File: config.mk
export PLATFORM = sky130hd
export DESIGN_NAME = cpu_core
export DESIGN_NICKNAME = d
export VERILOG_FILES = /design/src/rtl/cpu_core.sv
export SDC_FILE = /design/constraint.sdc
export NUM_CORES = 1
export LEC_CHECK = 0
export ABC_AREA = 0
export CAP_MARGIN = 20
export CORE_MARGIN = 2
export CORE_UTILIZATION = 56
export CTS_BUF_LIST = sky130_fd_sc_hd__clkbuf_4 sky130_fd_sc_hd__clkbuf_8
export DETAILED_ROUTE_END_ITERATION = 12
export PLACE_DENSITY = 0.75
export SYNTH_ARGS = -nofsm -noshare
export SYNTH_HDL_FRONTEND = slang
export SYNTH_SLANG_ARGS = --single-unit
export TNS_END_PERCENT = 5
File: constraint.sdc
create_clock -name clk -period 7.6 [get_ports clk]
set_input_delay 0.76 -clock clk [delete_from_list [all_inputs] [get_ports clk]]
set_output_delay 0.76 -clock clk [all_outputs]
set_load 0.02 [all_outputs]
File: src/rtl/cpu_core.sv
// 8-bit accumulator CPU with a 16-bit address space, driven by a multi-cycle fetch/execute FSM.
// The external RAM is synchronous: a byte addressed in one cycle arrives on i_di in the next.
module cpu_core #(
  parameter logic [15:0] RESET_PC = 16'h0000
) (
  input  logic        clk,
  input  logic        rst,
  output logic [15:0] o_addr,
  input  logic [7:0]  i_di,
  output logic [7:0]  o_do,
  output logic        o_we
);

  typedef enum logic [2:0] {S_F0, S_F1, S_I1, S_A1, S_A2, S_M1, S_HALT} state_t;

  localparam logic [7:0] OP_LDI = 8'h01;
  localparam logic [7:0] OP_LDA = 8'h02;
  localparam logic [7:0] OP_STA = 8'h03;
  localparam logic [7:0] OP_ADD = 8'h04;
  localparam logic [7:0] OP_SUB = 8'h05;
  localparam logic [7:0] OP_AND = 8'h06;
  localparam logic [7:0] OP_OR  = 8'h07;
  localparam logic [7:0] OP_XOR = 8'h08;
  localparam logic [7:0] OP_JMP = 8'h09;
  localparam logic [7:0] OP_JZ  = 8'h0A;
  localparam logic [7:0] OP_JC  = 8'h0B;
  localparam logic [7:0] OP_HLT = 8'h0C;

  state_t      r_state;
  logic [15:0] r_pc;
  logic [7:0]  r_a;
  logic [7:0]  r_ir;
  logic [7:0]  r_lo;
  logic        r_z;
  logic        r_c;

  logic [15:0] w_ea;
  logic        w_di_op16;
  logic        w_ir_load;
  logic [7:0]  w_alu;
  logic        w_alu_c;

  assign w_ea      = {i_di, r_lo};
  assign w_di_op16 = (i_di >= OP_LDA) && (i_di <= OP_JC);
  assign w_ir_load = (r_ir == OP_LDA) || ((r_ir >= OP_ADD) && (r_ir <= OP_XOR));

  // Only LDA/ALU and STA put the effective address on the bus; everything else shows PC.
  always_comb begin
    o_addr = r_pc;
    if ((r_state == S_A2) && ((r_ir == OP_STA) || w_ir_load)) o_addr = w_ea;
  end

  // rst gates the store combinationally so a reset landing on A2 can never corrupt memory.
  assign o_we = !rst && (r_state == S_A2) && (r_ir == OP_STA);
  assign o_do = o_we ? r_a : 8'h00;

  // NOTE: every output of a combinational block gets a default first, so no path can infer a latch.
  always_comb begin
    w_alu   = i_di;
    w_alu_c = r_c;
    case (r_ir)
      OP_ADD: {w_alu_c, w_alu} = {1'b0, r_a} + {1'b0, i_di};
      OP_SUB: begin
        w_alu   = r_a - i_di;
        w_alu_c = (r_a < i_di);
      end
      OP_AND: begin
        w_alu   = r_a & i_di;
        w_alu_c = 1'b0;
      end
      OP_OR: begin
        w_alu   = r_a | i_di;
        w_alu_c = 1'b0;
      end
      OP_XOR: begin
        w_alu   = r_a ^ i_di;
        w_alu_c = 1'b0;
      end
      default: ;
    endcase
  end

  // NOTE: state registers use non-blocking assignments so every update sees pre-edge values.
  always_ff @(posedge clk) begin
    if (rst) begin
      r_state <= S_F0;
      r_pc    <= RESET_PC;
      r_a     <= 8'h00;
      r_ir    <= 8'h00;
      r_lo    <= 8'h00;
      r_z     <= 1'b0;
      r_c     <= 1'b0;
    end else begin
      case (r_state)
        S_F0: begin
          r_pc    <= r_pc + 16'd1;
          r_state <= S_F1;
        end
        S_F1: begin
          r_ir <= i_di;
          if (i_di == OP_HLT) begin
            r_state <= S_HALT;
          end else if (i_di == OP_LDI) begin
            r_pc    <= r_pc + 16'd1;
            r_state <= S_I1;
          end else if (w_di_op16) begin
            r_pc    <= r_pc + 16'd1;
            r_state <= S_A1;
          end else begin
            r_state <= S_F0;
          end
        end
        S_I1: begin
          r_a     <= i_di;
          r_z     <= (i_di == 8'h00);
          r_state <= S_F0;
        end
        S_A1: begin
          r_lo    <= i_di;
          r_pc    <= r_pc + 16'd1;
          r_state <= S_A2;
        end
        S_A2: begin
          r_state <= w_ir_load ? S_M1 : S_F0;
          case (r_ir)
            OP_JMP:  r_pc <= w_ea;
            OP_JZ:   if (r_z) r_pc <= w_ea;
            OP_JC:   if (r_c) r_pc <= w_ea;
            default: ;
          endcase
        end
        S_M1: begin
          r_a     <= w_alu;
          r_c     <= w_alu_c;
          r_z     <= (w_alu == 8'h00);
          r_state <= S_F0;
        end
        S_HALT: ;
        default: r_state <= S_F0;
      endcase
    end
  end

endmodule

==> results of run 1 <==
routing by layer:
metal  vias up  share of wire [%]
met2       197                 44
met5         -                  0
met3        16                8.3
met4         0               0.97
li1       1865                  -
met1      1803                 47
final timing paths:
kind | cells after the start | end
hold reg to reg | 2 | r_pc[0]
hold / removal | 2 | r_pc[0]
setup / recovery | 7 | o_addr[5]
setup reg to reg | 10 | r_a[6]
metrics by stage:
step                hold slack [ps]  power, mW
floorplan                       458      0.329
global placement                468      0.356
detailed placement              486      0.358
CTS                             500      0.509
global route                    527      0.531
finish                          501      0.510
registers in the layout (all words and copies together) (netlist names):
signal	cells
r_lo	8
r_ir	8
r_z	1
r_c	1
r_pc	16
r_state	3
r_a	8
synthesized netlist by cell type, types with 6 or more instances:
| master | count | area (µm²) |
|---|---|---|
| nand2b_1 | 12 | 75.1 |
| a211oi_1 | 13 | 97.6 |
| o21ai_1 | 6 | 30.0 |
| nand2_1 | 40 | 150 |
| a22oi_1 | 10 | 75.1 |
| dfxtp_1 | 45 | 901 |
| mux2_2 | 13 | 146 |
| nor2_1 | 71 | 267 |
| mux2i_1 | 8 | 80.1 |
| nand3_1 | 13 | 65.1 |
| and3_1 | 8 | 50.1 |
| a21oi_1 | 39 | 195 |
| o21ai_0 | 27 | 135 |
| ha_1 | 25 | 313 |
| clkbuf_1 | 18 | 67.6 |
| or3_1 | 8 | 50.1 |
| nor3_1 | 16 | 80.1 |
| buf_2 | 7 | 35.0 |
| o21a_1 | 6 | 45.0 |
| inv_1 | 29 | 109 |
cells in the final DEF (no fill, tap or decap), types with 5 or more instances in the layout:
master,synthesis,final
dfxtp_1,45,45
mux2i_1,8,8
nor4_1,5,5
or3_1,8,8
o21ai_0,27,27
clkbuf_8,0,5
and3_1,8,8
mux2_2,13,13
o21a_1,6,6
a22oi_1,10,10
nand2_1,40,40
nor3_1,16,16
a211oi_1,13,13
o21ai_1,6,6
inv_1,29,29
a21oi_1,39,39
clkdlybuf4s50_1,0,34
o31ai_1,5,5
nand2b_1,12,12
nor2_1,71,71
nand3_1,13,13
ha_1,25,25
power breakdown:
group	internal, mW	total (mW)	switching, mW
logic	0.0378	0.107	0.0694
registers	0.241	0.248	0.00678
clock network	0.0676	0.155	0.0870
cell families (layout without fill, tap and decap cells):
group / after synthesis / after routing
AND/OR/NAND/NOR: 195 / 195
AO/OA/AOI/OAI: 154 / 154
buffers and inverters: 56 / 75
flip-flops: 45 / 45
adder cells (fa/ha/maj): 27 / 27
multiplexers: 21 / 21
XOR/XNOR: 1 / 1
cell type report:
| cell class | count | area [µm²] |
|---|---|---|
| multi-input combinational | 398 | 2620 |
| fill | 575 | 2240 |
| sequential | 45 | 901 |
| timing repair buffer | 38 | 370 |
| inverter | 29 | 109 |
| tap | 77 | 96.3 |
| clock buffer | 6 | 76.3 |
| clock inverter | 2 | 10.0 |
tightest hold or removal path, stage by stage (launching register included):
cell     delay (ps)
dfxtp_1         330
nand3_1          70
a21oi_1          60
==> results.md, run 1 <==
Run status:
- The run finished, with violations left.
- The checks that failed: design-rule violations.

GRT:
- The first global-routing pass estimated 17,800 µm of wire.
- After global routing the overflow that remains totals 0.
- The maximum number of pins on one net before global-route repair is 47.
- The via count of the first global-routing pass was 3,481.
- The met1 global-route usage is a little under half.
- For this run, global-route usage on met2 was measured as between 40% and 50%.
- In the global route stage, met3 resource usage came out at 5.87%.
- The aggregate global-route resource usage is 30.0%.
- The number of antenna violations at the first check in global routing is 0.
- After global routing, the most crowded layer is met1.

Placed design:
- The worst slack at placement is 3670 ps.
- The HPWL after detailed placement is 7560 µm.
- The placer's final routability congestion estimate is 0.914.
- The post-placement cell area is 4090 µm².
- Once placement completed, the tool counted placed cells totaling 587.
- In this run the tool buffered the top-level ports with 34 buffer cells.

Worst setup path:
- The worst register-to-register path begins at r_a[0].
- The largest stage delay on the critical path is 580 ps.
- The most critical setup path has its startpoint at r_state[2].
- STA classifies the critical path startpoint as a register.
- Traced cell by cell, the critical path runs through inv_1 -> nor3_2 -> buf_4 -> nand2_1 -> a21oi_4 -> mux2_2 -> clkdlybuf4s50_1.
- The setup slack on the worst flop-to-flop path is 4680 ps.
- On the critical path the largest part of the delay comes from buffers and inverters.
- The maximum fanout along the worst path is 26.
- STA puts the critical path data required time at 6840 ps.
- The kind of end point of the critical path is an output port.
- The cell with the largest stage delay on the worst path is a21oi_4.
- The critical path arrival is ~3300 ps.
- The critical path is of the register to output port type.
- Counting both buffers and inverters, the worst setup path holds a total of 3.

Pwr:
- In this run the power density over the cells is 122 nW/µm².
- The analysis attributes to cell leakage a power of around 1.6 nW.
- The maximum vdd drop is 0.0914 mV.

STA:
- The max-slew violation count came to 0.
- The highest clock rate is roughly 240 MHz.
- The transition at the pin with the smallest max-transition slack is 797 ps.
- The final critical path takes up 53.8% of the cycle.
- After routing, the total negative slack on setup checks comes to 0 ps.
- The worst relative slew slack is 46.3%.
- The final worst slack is 3510 ps.
- The final number of hold-violating endpoints is 0.
- After layout, the minimum clock period comes to slightly above 4000 ps.
- Setup repair after global routing left no endpoint under its margin.
- For the final database, setup skew stands at 9.15 ps.
- The count of endpoints failing setup in the final report is 0.

Routing:
- The number of vias per cell is roughly 6.5.
- For this block, the routed nets add up to 10,600 µm of wire.
- The residual DRC count is 3.
- The number of design-rule violations left by the first detailed-router iteration is 477.
- The wire length per cell after detailed routing is 17.8 µm.
- The remaining antenna violation count is 0.
- The number of iterations in the first detailed-routing pass is 11.
- The final route contains 3,881 vias.

Yosys:
- The synthesized netlist devotes 26.2% of its cell area to simple gates.
- The cell count after synthesis is approximately 500.
- The mean instance size in the synthesized netlist is approximately 7.5 µm².
- The area of the mapped netlist is 3750 µm².
- The number of synthesized flops with an enable pin is 0.
- The multiplexer fraction of the synthesized cell area is 6.04%.
- The post-synthesis sequential element count is 45.
- The total of warnings raised by yosys is 0.
- The post-synth net total is ~540.
- The post-synthesis async set-or-reset flop share is 0%.
- The adder and majority gate portion of the synthesized area is roughly a tenth.
- By area, the combinational part of the netlist is dominated by compound AO/OA/AOI/OAI gates.
- In this run, distinct cell masters in the synthesized netlist total 70.
- Among all flip-flop cells after synthesis, the most frequent one is dfxtp_1.
- The part of the Yosys area used for sequential elements is 24.0%.
- Summing the areas of all compound-gate instances in the mapped netlist gives 27.9% of the synthesized area.
- The xor-xnor portion of the synthesized cell area is 0.234%.

Final layout:
- Cells fill between 60% and 70% of the core in the end.
- In the final layout, the share of cells above drive strength 1 is between 7 and 8%.
- Compared with the post-synthesis result, the final layout area differs by 11.5%.
- In the final design database the tool counted 554 nets.
- The final cell count without fillers is 595.
- The finished cells cover 4180 µm².
- The repair_antennas step left the layout with diodes totalling 0.

CTS:
- The sink count of the clock tree is 45.
- The H-tree was split into 2 levels.
- The hold buffer count at CTS is 0.
- In this run the post-CTS setup repair buffer count came out at 0.
- The clock tree from TritonCTS is done.
- The post-CTS clock slew at the launch and capture registers of the worst setup and hold paths is 90 ps.
- Once the clock tree was built, the resizer swapped 0 gates to a different size.
- The buffer cell driving the clock tree root is clkbuf_8.
- The clock latency reported for the late side of the worst-skew pair is 300 ps.
- The TritonCTS buffer count is 5.
- The clock tree buffer depth is 2.

Floorplanning:
- From bottom edge to top edge, the die measures 85.8 µm.
- The count of pins on the block boundary is 35.
- For this configuration, the core starts out at a cell density of 58.3%.
- The floorplan step defined a die boundary enclosing 7360 µm².
- The area of the core is 6420 µm².
- The floorplan step set the die width to 85.8 µm.
- The number of rows in the core area is 29.

Worst hold path:
- The startpoint identified for the worst hold timing path is r_lo[0].
- The worst min-delay path category is register to register.

Flow run:
- The count of maximum capacitance violations is 0.
Power figures use the tool's default switching activity.
==> run 2, diff against run 1 <==
--- a/config.mk
+++ b/config.mk
@@ -8,10 +8,10 @@
 export ABC_AREA = 0
 export CAP_MARGIN = 20
 export CORE_MARGIN = 2
-export CORE_UTILIZATION = 56
+export CORE_UTILIZATION = 54
 export CTS_BUF_LIST = sky130_fd_sc_hd__clkbuf_4 sky130_fd_sc_hd__clkbuf_8
 export DETAILED_ROUTE_END_ITERATION = 12
-export PLACE_DENSITY = 0.75
+export PLACE_DENSITY = 0.76
 export SYNTH_ARGS = -nofsm -noshare
 export SYNTH_HDL_FRONTEND = slang
 export SYNTH_SLANG_ARGS = --single-unit
==> constraint.sdc (replaced) <==
create_clock -name clk -period 3.3 [get_ports clk]
set_input_delay 0.33 -clock clk [delete_from_list [all_inputs] [get_ports clk]]
set_output_delay 0.33 -clock clk [all_outputs]
set_load 0.02 [all_outputs]
==> run 2 against run 1 <==
Effect of this change:
- the run now ends clean
- core utilization shrank 1.5 points
- power grew 130%
- global-route usage shrank 0.99 points
- register-to-register slack lost 4200 ps
- wire length grew 4.4%
- cell area grew 2.7%
- critical path type unchanged
- critical endpoint is now o_addr[12]
==> results.md, run 2 (synthesis gave the netlist of run 1 again) <==
CTS:
- The hold buffer count at CTS came to 0 (unchanged).
- The level count of the clock H-tree is 2 (unchanged).
- The clock latency reported for the late side of the worst-skew pair is 300 ps (about the same).
- The buffer cell driving the clock tree root is clkbuf_8.
- The post-cts sizing count is 0 (unchanged).
- The post-CTS setup buffer count is 0 (unchanged).
- TritonCTS built the clock tree.
- The post-CTS clock slew at the launch and capture registers of the worst setup and hold paths came to 90 ps (about the same).
- The sink count of the clock tree is 45 (unchanged).
- The TritonCTS buffer count is 5 (unchanged).
- The clock tree buffer depth is 2 (unchanged).

Placed design:
- The count of buffers from port buffering is 34 (unchanged).
- The post-DP HPWL is 7970 µm (+5.5%).
- The number of cells after detailed placement was 604 (+2.9%).
- The post-placement cell area was 4200 µm² (+2.7%).
- The placer's final routability congestion estimate is 1.00 (+9.5%).
- The worst slack at placement is 117 ps (-3550 ps).

STA:
- Setup repair after global routing left no endpoint under its margin.
- The final setup skew came to 10.2 ps (+1.07 ps).
- The max-slew violation count is 0 (unchanged).
- The post-route setup TNS is 0 ps (unchanged).
- The final number of hold-violating endpoints is 0 (unchanged).
- The worst relative slew slack is 52.4% (+6.1 points).
- The transition at the pin with the smallest max-transition slack is 713 ps (-83.5 ps).
- The part of the cycle the worst path needs is 94.8%.
- The minimum clock period after layout is 3130 ps.
- The highest clock rate is 319 MHz.
- The final worst slack is 170 ps (-3340 ps).
- The count of endpoints failing setup in the final report came to 0 (unchanged).

Final layout:
- The final layout net count is 568 (+2.5%).
- The register bank with the most flops is r_pc.
- From synthesis to final layout, the design area changed by 14.6%.
- The final cell count without fillers is 612 (+2.9%).
- The library cell used most frequently in the layout, excluding fill and tap cells, is nor2_1.
- Leaving out fill and tap cells, the most frequent cells in the layout are nor2_1, dfxtp_1, nand2_1, a21oi_1, clkdlybuf4s50_1.
- The flip-flop count of the largest register, all copies and words added is 16 (unchanged).
- The proportion of layout cells with a drive suffix above 1 is 10.2% (+2.4 points).
- The antenna diode count is 0 (unchanged).
- The finished layout cell area is 4290 µm² (+2.7%).

Routing:
- The remaining antenna violation count is 0 (unchanged).
- The number of design-rule violations left by the first detailed-router iteration is 383 (-20%).
- The wire length per cell after detailed routing came to 18.0 µm (+1.5%).
- The routed wire length is 11,000 µm (+4.4%).
- The number of vias per cell came to 6.41 (-1.8%).
- The number of vias in the routed layout is 3,920 (+1.0%).
- The number of iterations in the first detailed-routing pass is 6 (-5).
- The residual DRC count is 0 (-3).

GRT:
- The maximum number of pins on one net before global-route repair was 46 (-2.1%).
- The aggregate global-route resource usage is 29.0% (-0.99 points).
- The wire length of the first global-routing pass is 17,700 µm (-0.51%).
- The number of antenna violations at the first check in global routing was 0 (unchanged).
- The total global routing overflow is 0 (unchanged).
- The via count of the first global-routing pass is 3,577 (+2.8%).

Worst setup path:
- The largest stage delay on the critical path is 550 ps (-30 ps).
- On the critical path, the stage with the largest delay is an instance of clkdlybuf4s50_1.
- The worst setup path is launched from a register.
- The maximum fanout along the worst path is 19 (-27%).
- The critical path arrival is 2800 ps (-530 ps).
- The critical path is of the register to output port type.
- The total buffers and inverters traversed by the critical path was 2 (-1).
- The data required time of the critical path is 2970 ps (-3870 ps).
- The signal on the critical path passes through inv_1 -> nor3_2 -> nand2_1 -> a21oi_4 -> mux2_2 -> clkdlybuf4s50_1.
- The category of cells accounting for the largest share of critical-path delay is buffers and inverters.
- The worst setup path is captured at an output port.

Floorplanning:
- The vertical die dimension is 87.3 µm (+1.8%).
- The area of the core is 6760 µm² (+5.2%).
- The die area is 7620 µm² (+3.5%).
- The count of pins on the block boundary came to 35 (unchanged).
- The initial core utilization is 55.5% (-2.9 points).
- The overall die width is 87.3 µm (+1.8%).
- The number of rows in the core area is 30 (+3.4%).

Worst hold path:
- The worst min-delay path category is register to register.

Run status:
- The run finished with clean final reports.

Pwr:
- The power consumption is 1.19 mW (+130%).
- The maximum vdd drop came to 0.215 mV (+140%).
- The power density over the cells is 278 nW/µm² (+130%).
- The reported leakage power came to 1.62 nW (+3.7%).

Flow run:
- The count of maximum capacitance violations was 0 (unchanged).
[run 2: cell type report]
class,count,area [µm²]
Clock buffer,6,76.3
Tap cell,80,100
Fill cell,622,2460
Clock inverter,2,15.0
Multi-Input combinational cell,398,2620
Sequential cell,45,901
Inverter,29,109
Timing Repair Buffer,52,475
[run 2: worst min-delay path, stage by stage, from the launching register on]
cell and delay (ps):
dfxtp_1 350, nand2_1 60, a21oi_1 50
[run 2: final timing paths]
kind,slack (ps),end,cells after the start,start
hold / removal,510,r_a[3],2,r_a[3]
setup reg to reg,470,r_z,11,r_a[0]
setup / recovery,170,o_addr[12],6,r_state[2]
hold reg to reg,510,r_a[3],2,r_a[3]
[run 2: where the power goes]
group | internal [mW] | switching [mW]
Combinational | 0.0980 | 0.166
Sequential | 0.555 | 0.0158
Clock | 0.158 | 0.202
[run 2: metal layers]
metal	track usage (%)	share of wire (%)	up-vias
met1	38.3	44	1840
met3	3.03	5.5	31
li1	-	-	1882
met5	0	0	-
met2	49.0	47	167
met4	10.5	2.9	0
[run 2: metrics by stage]
| stage | utilization, % | hold slack [ps] |
|---|---|---|
| 6_report | 63.5 | 506 |
| 4_1_cts | 63.5 | 502 |
| 3_5_place_dp | 62.2 | 490 |
| 5_1_grt | 63.5 | 531 |
| 2_1_floorplan | - | 458 |
| 3_3_place_gp | 62.2 | 480 |
==> run 3, diff against run 2 <==
--- a/config.mk
+++ b/config.mk
@@ -11,7 +11,9 @@
 export CORE_UTILIZATION = 54
 export CTS_BUF_LIST = sky130_fd_sc_hd__clkbuf_4 sky130_fd_sc_hd__clkbuf_8
 export DETAILED_ROUTE_END_ITERATION = 12
+export MAX_ROUTING_LAYER = met4
 export PLACE_DENSITY = 0.76
+export REMOVE_ABC_BUFFERS = 1
 export SYNTH_ARGS = -nofsm -noshare
 export SYNTH_HDL_FRONTEND = slang
 export SYNTH_SLANG_ARGS = --single-unit
==> run 3 against run 2 <==
Effect of this change:
- hold slack got worse by 13 ps
- first-iteration DRC count decreased by 11%
- non-clock buffer count unchanged
- largest cell class unchanged
- critical path type unchanged
- power increased by 2.1%
==> results.md, run 3 (synthesis gave the netlist of run 1 again) <==
Floorplanning:
- The initial core utilization is 55.5% (unchanged).
- The area of the core is 6760 µm² (unchanged).
- The overall die width was 87.3 µm (unchanged).
- The count of pins on the block boundary is 35 (unchanged).
- The number of rows in the core area is 30 (unchanged).
- The die area came to 7620 µm² (unchanged).
- The vertical die dimension is 87.3 µm (unchanged).

CTS:
- The level count of the clock H-tree is 2 (unchanged).
- The sink count of the clock tree is 45 (unchanged).
- The TritonCTS buffer count is 5 (unchanged).
- The clock latency reported for the late side of the worst-skew pair is 310 ps (about the same).
- The tree is rooted in a clkbuf_8.
- The post-CTS setup buffer count is 0 (unchanged).
- The post-cts sizing count is 0 (unchanged).
- The clock tree from TritonCTS is done.
- The clock tree buffer depth is 2 (unchanged).
- The hold buffer count at CTS is 0 (unchanged).
- The post-CTS clock slew at the launch and capture registers of the worst setup and hold paths is 100 ps (about the same).

Pwr:
- The total internal power is 842 µW (+3.8%).
- The share of total power consumed by net switching was 31.0% (-1.1 points).
- The power density over the cells is 283 nW/µm² (+1.9%).
- The sequential group share of total power is 46.8% (-1.0 points).
- The combinational share of power is 21.5% (-0.6 points).
- The power share of the clock group is 31.7% (+1.6 points).
- The net load switching power was 378 µW (-1.5%).
- The maximum vdd drop was 0.260 mV (+21%).
- The reported leakage power came to 1.64 nW (+0.90%).

Placed design:
- The placer's final routability congestion estimate is 0.983 (-1.7%).
- The number of cells after detailed placement is 604 (unchanged).
- The count of buffers from port buffering is 34 (unchanged).
- The post-placement cell area was 4200 µm² (unchanged).
- The post-DP HPWL is 8110 µm (+1.7%).

GRT:
- The maximum number of pins on one net before global-route repair is 46 (unchanged).
- The wire length of the first global-routing pass was 17,800 µm (+0.54%).
- The number of antenna violations at the first check in global routing is 0 (unchanged).
- The via count of the first global-routing pass is 3,575 (-0.056%).
- The aggregate global-route resource usage is 30.6% (+1.5 points).
- The total global routing overflow came to 0 (unchanged).

STA:
- The final setup skew is 16.8 ps (+6.54 ps).
- The highest clock rate is 319 MHz (-0.21%).
- The part of the cycle the worst path needs is 95.0% (+0.20 points).
- Setup repair after global routing left no endpoint under its margin.
- The final number of hold-violating endpoints is 0 (unchanged).
- The max-slew violation count came to 0 (unchanged).
- The minimum clock period after layout was 3140 ps (+6.45 ps).
- The transition at the pin with the smallest max-transition slack is 673 ps (-40.0 ps).
- The post-route setup TNS is 0 ps (unchanged).
- The count of endpoints failing setup in the final report came to 0 (unchanged).
- The worst relative slew slack is 55.1% (+2.7 points).

Final layout:
- Relative to the synthesized area, the layout overhead comes to 14.8%.
- The final core area utilization came to 63.7% (+0.15 points).
- The proportion of layout cells with a drive suffix above 1 came to 10.2% (unchanged).
- The final layout net count is 568 (unchanged).
- The final cell count without fillers is 612 (unchanged).
- The antenna diode count came to 0 (unchanged).
- Leaving out fill and tap cells, the most frequent cells in the layout are nor2_1, dfxtp_1, nand2_1, a21oi_1, clkdlybuf4s50_1.
- The flip-flop count of the largest register, all copies and words added is 16 (unchanged).
- The finished layout cell area is 4300 µm² (+0.23%).
- The register bank with the most flops is r_pc.
- The most common cell after layout, fill and taps aside is nor2_1.

Worst setup path:
- STA classifies the critical path endpoint as an output port.
- Tracing the worst setup path back leads to its startpoint at r_ir[2].
- The critical path arrival came to 2810 ps (about the same).
- The worst setup path is of the register to output port kind.
- STA classifies the critical path startpoint as a register.
- The maximum fanout along the worst path is 19 (unchanged).
- The worst reg2reg path startpoint is r_a[0].
- The data required time of the critical path is 2970 ps (about the same).

Routing:
- The number of design-rule violations left by the first detailed-router iteration is 339 (-11%).
- The number of vias in the routed layout is 3,974 (+1.4%).
- The routed wire length is 11,200 µm (+1.7%).
- The remaining antenna violation count was 0 (unchanged).
- The number of vias per cell came to 6.49 (+1.4%).
- The residual DRC count came to 0 (unchanged).
- The wire length per cell after detailed routing is 18.3 µm (+1.7%).
- The number of iterations in the first detailed-routing pass was 5 (-1).

Worst hold path:
- The worst hold path begins at r_lo[0].
- The worst min-delay path category is register to register.

Flow run:
- The count of maximum capacitance violations is 0 (unchanged).

Run status:
- The flow ran to the end, and the final reports show no timing, DRC or antenna violations.
-- run 3: cell types whose count changed in the layout (fill, tap and decap cells not counted), sizes merged --
cell | previous run | this run
clkbuf | 6 | 7
clkinvlp | 2 | 0
clkinv | 0 | 1
-- run 3: metrics by stage --
step / hold WS (ps) / setup WS [ps] / power (mW)
final: 492 / 164 / 1.22
after global routing: 525 / 83.8 / 1.27
after CTS: 499 / 157 / 1.22
after detailed placement: 487 / 172 / 0.839
after global placement: 468 / 231 / 0.834
after floorplan: 399 / 290 / 0.738
-- run 3: path summary, 6_finish.rpt --
path                     to  slack (ps)  depth (start not counted)
setup / recovery  o_addr[7]         160                          5
hold / removal      r_pc[0]         490                          2
setup reg to reg        r_z         560                         11
hold reg to reg     r_pc[0]         490                          2
-- run 3: routing by layer --
| layer | up-vias | wire (µm) | part of all wire [%] | GRT usage, % |
|---|---|---|---|---|
| li1 | 1888 | - | - | - |
| met1 | 1878 | 4780 | 43 | 38.2 |
| met2 | 178 | 5270 | 47 | 49.0 |
| met3 | 30 | 797 | 7.1 | 4.64 |
| met4 | 0 | 363 | 3.2 | 12.9 |
| met5 | - | 0 | 0 | - |
-- run 3: power groups by stage --
stage | logic, mW | clock network (mW) | registers, mW
after floorplan | 0.152 | 0 | 0.586
after global placement | 0.252 | 0 | 0.582
after detailed placement | 0.257 | 0 | 0.583
after CTS | 0.258 | 0.394 | 0.570
after global routing | 0.284 | 0.414 | 0.572
final | 0.263 | 0.387 | 0.571
-- run 3: critical path: stages (launching register included) --
cell and delay (ps):
dfxtp_1 390, or4b_1 730, a21oi_4 180, buf_4 270, mux2_2 380, clkdlybuf4s50_1 540
-- run 3: final cells by class --
cell class	count	area [µm²]
multi-input cells	398	2620
fillers	620	2450
flip-flops and latches	45	901
repair buffers	52	475
inverters	29	109
well taps	80	100
clock buffers	7	96.3
clock inverters	1	5.00
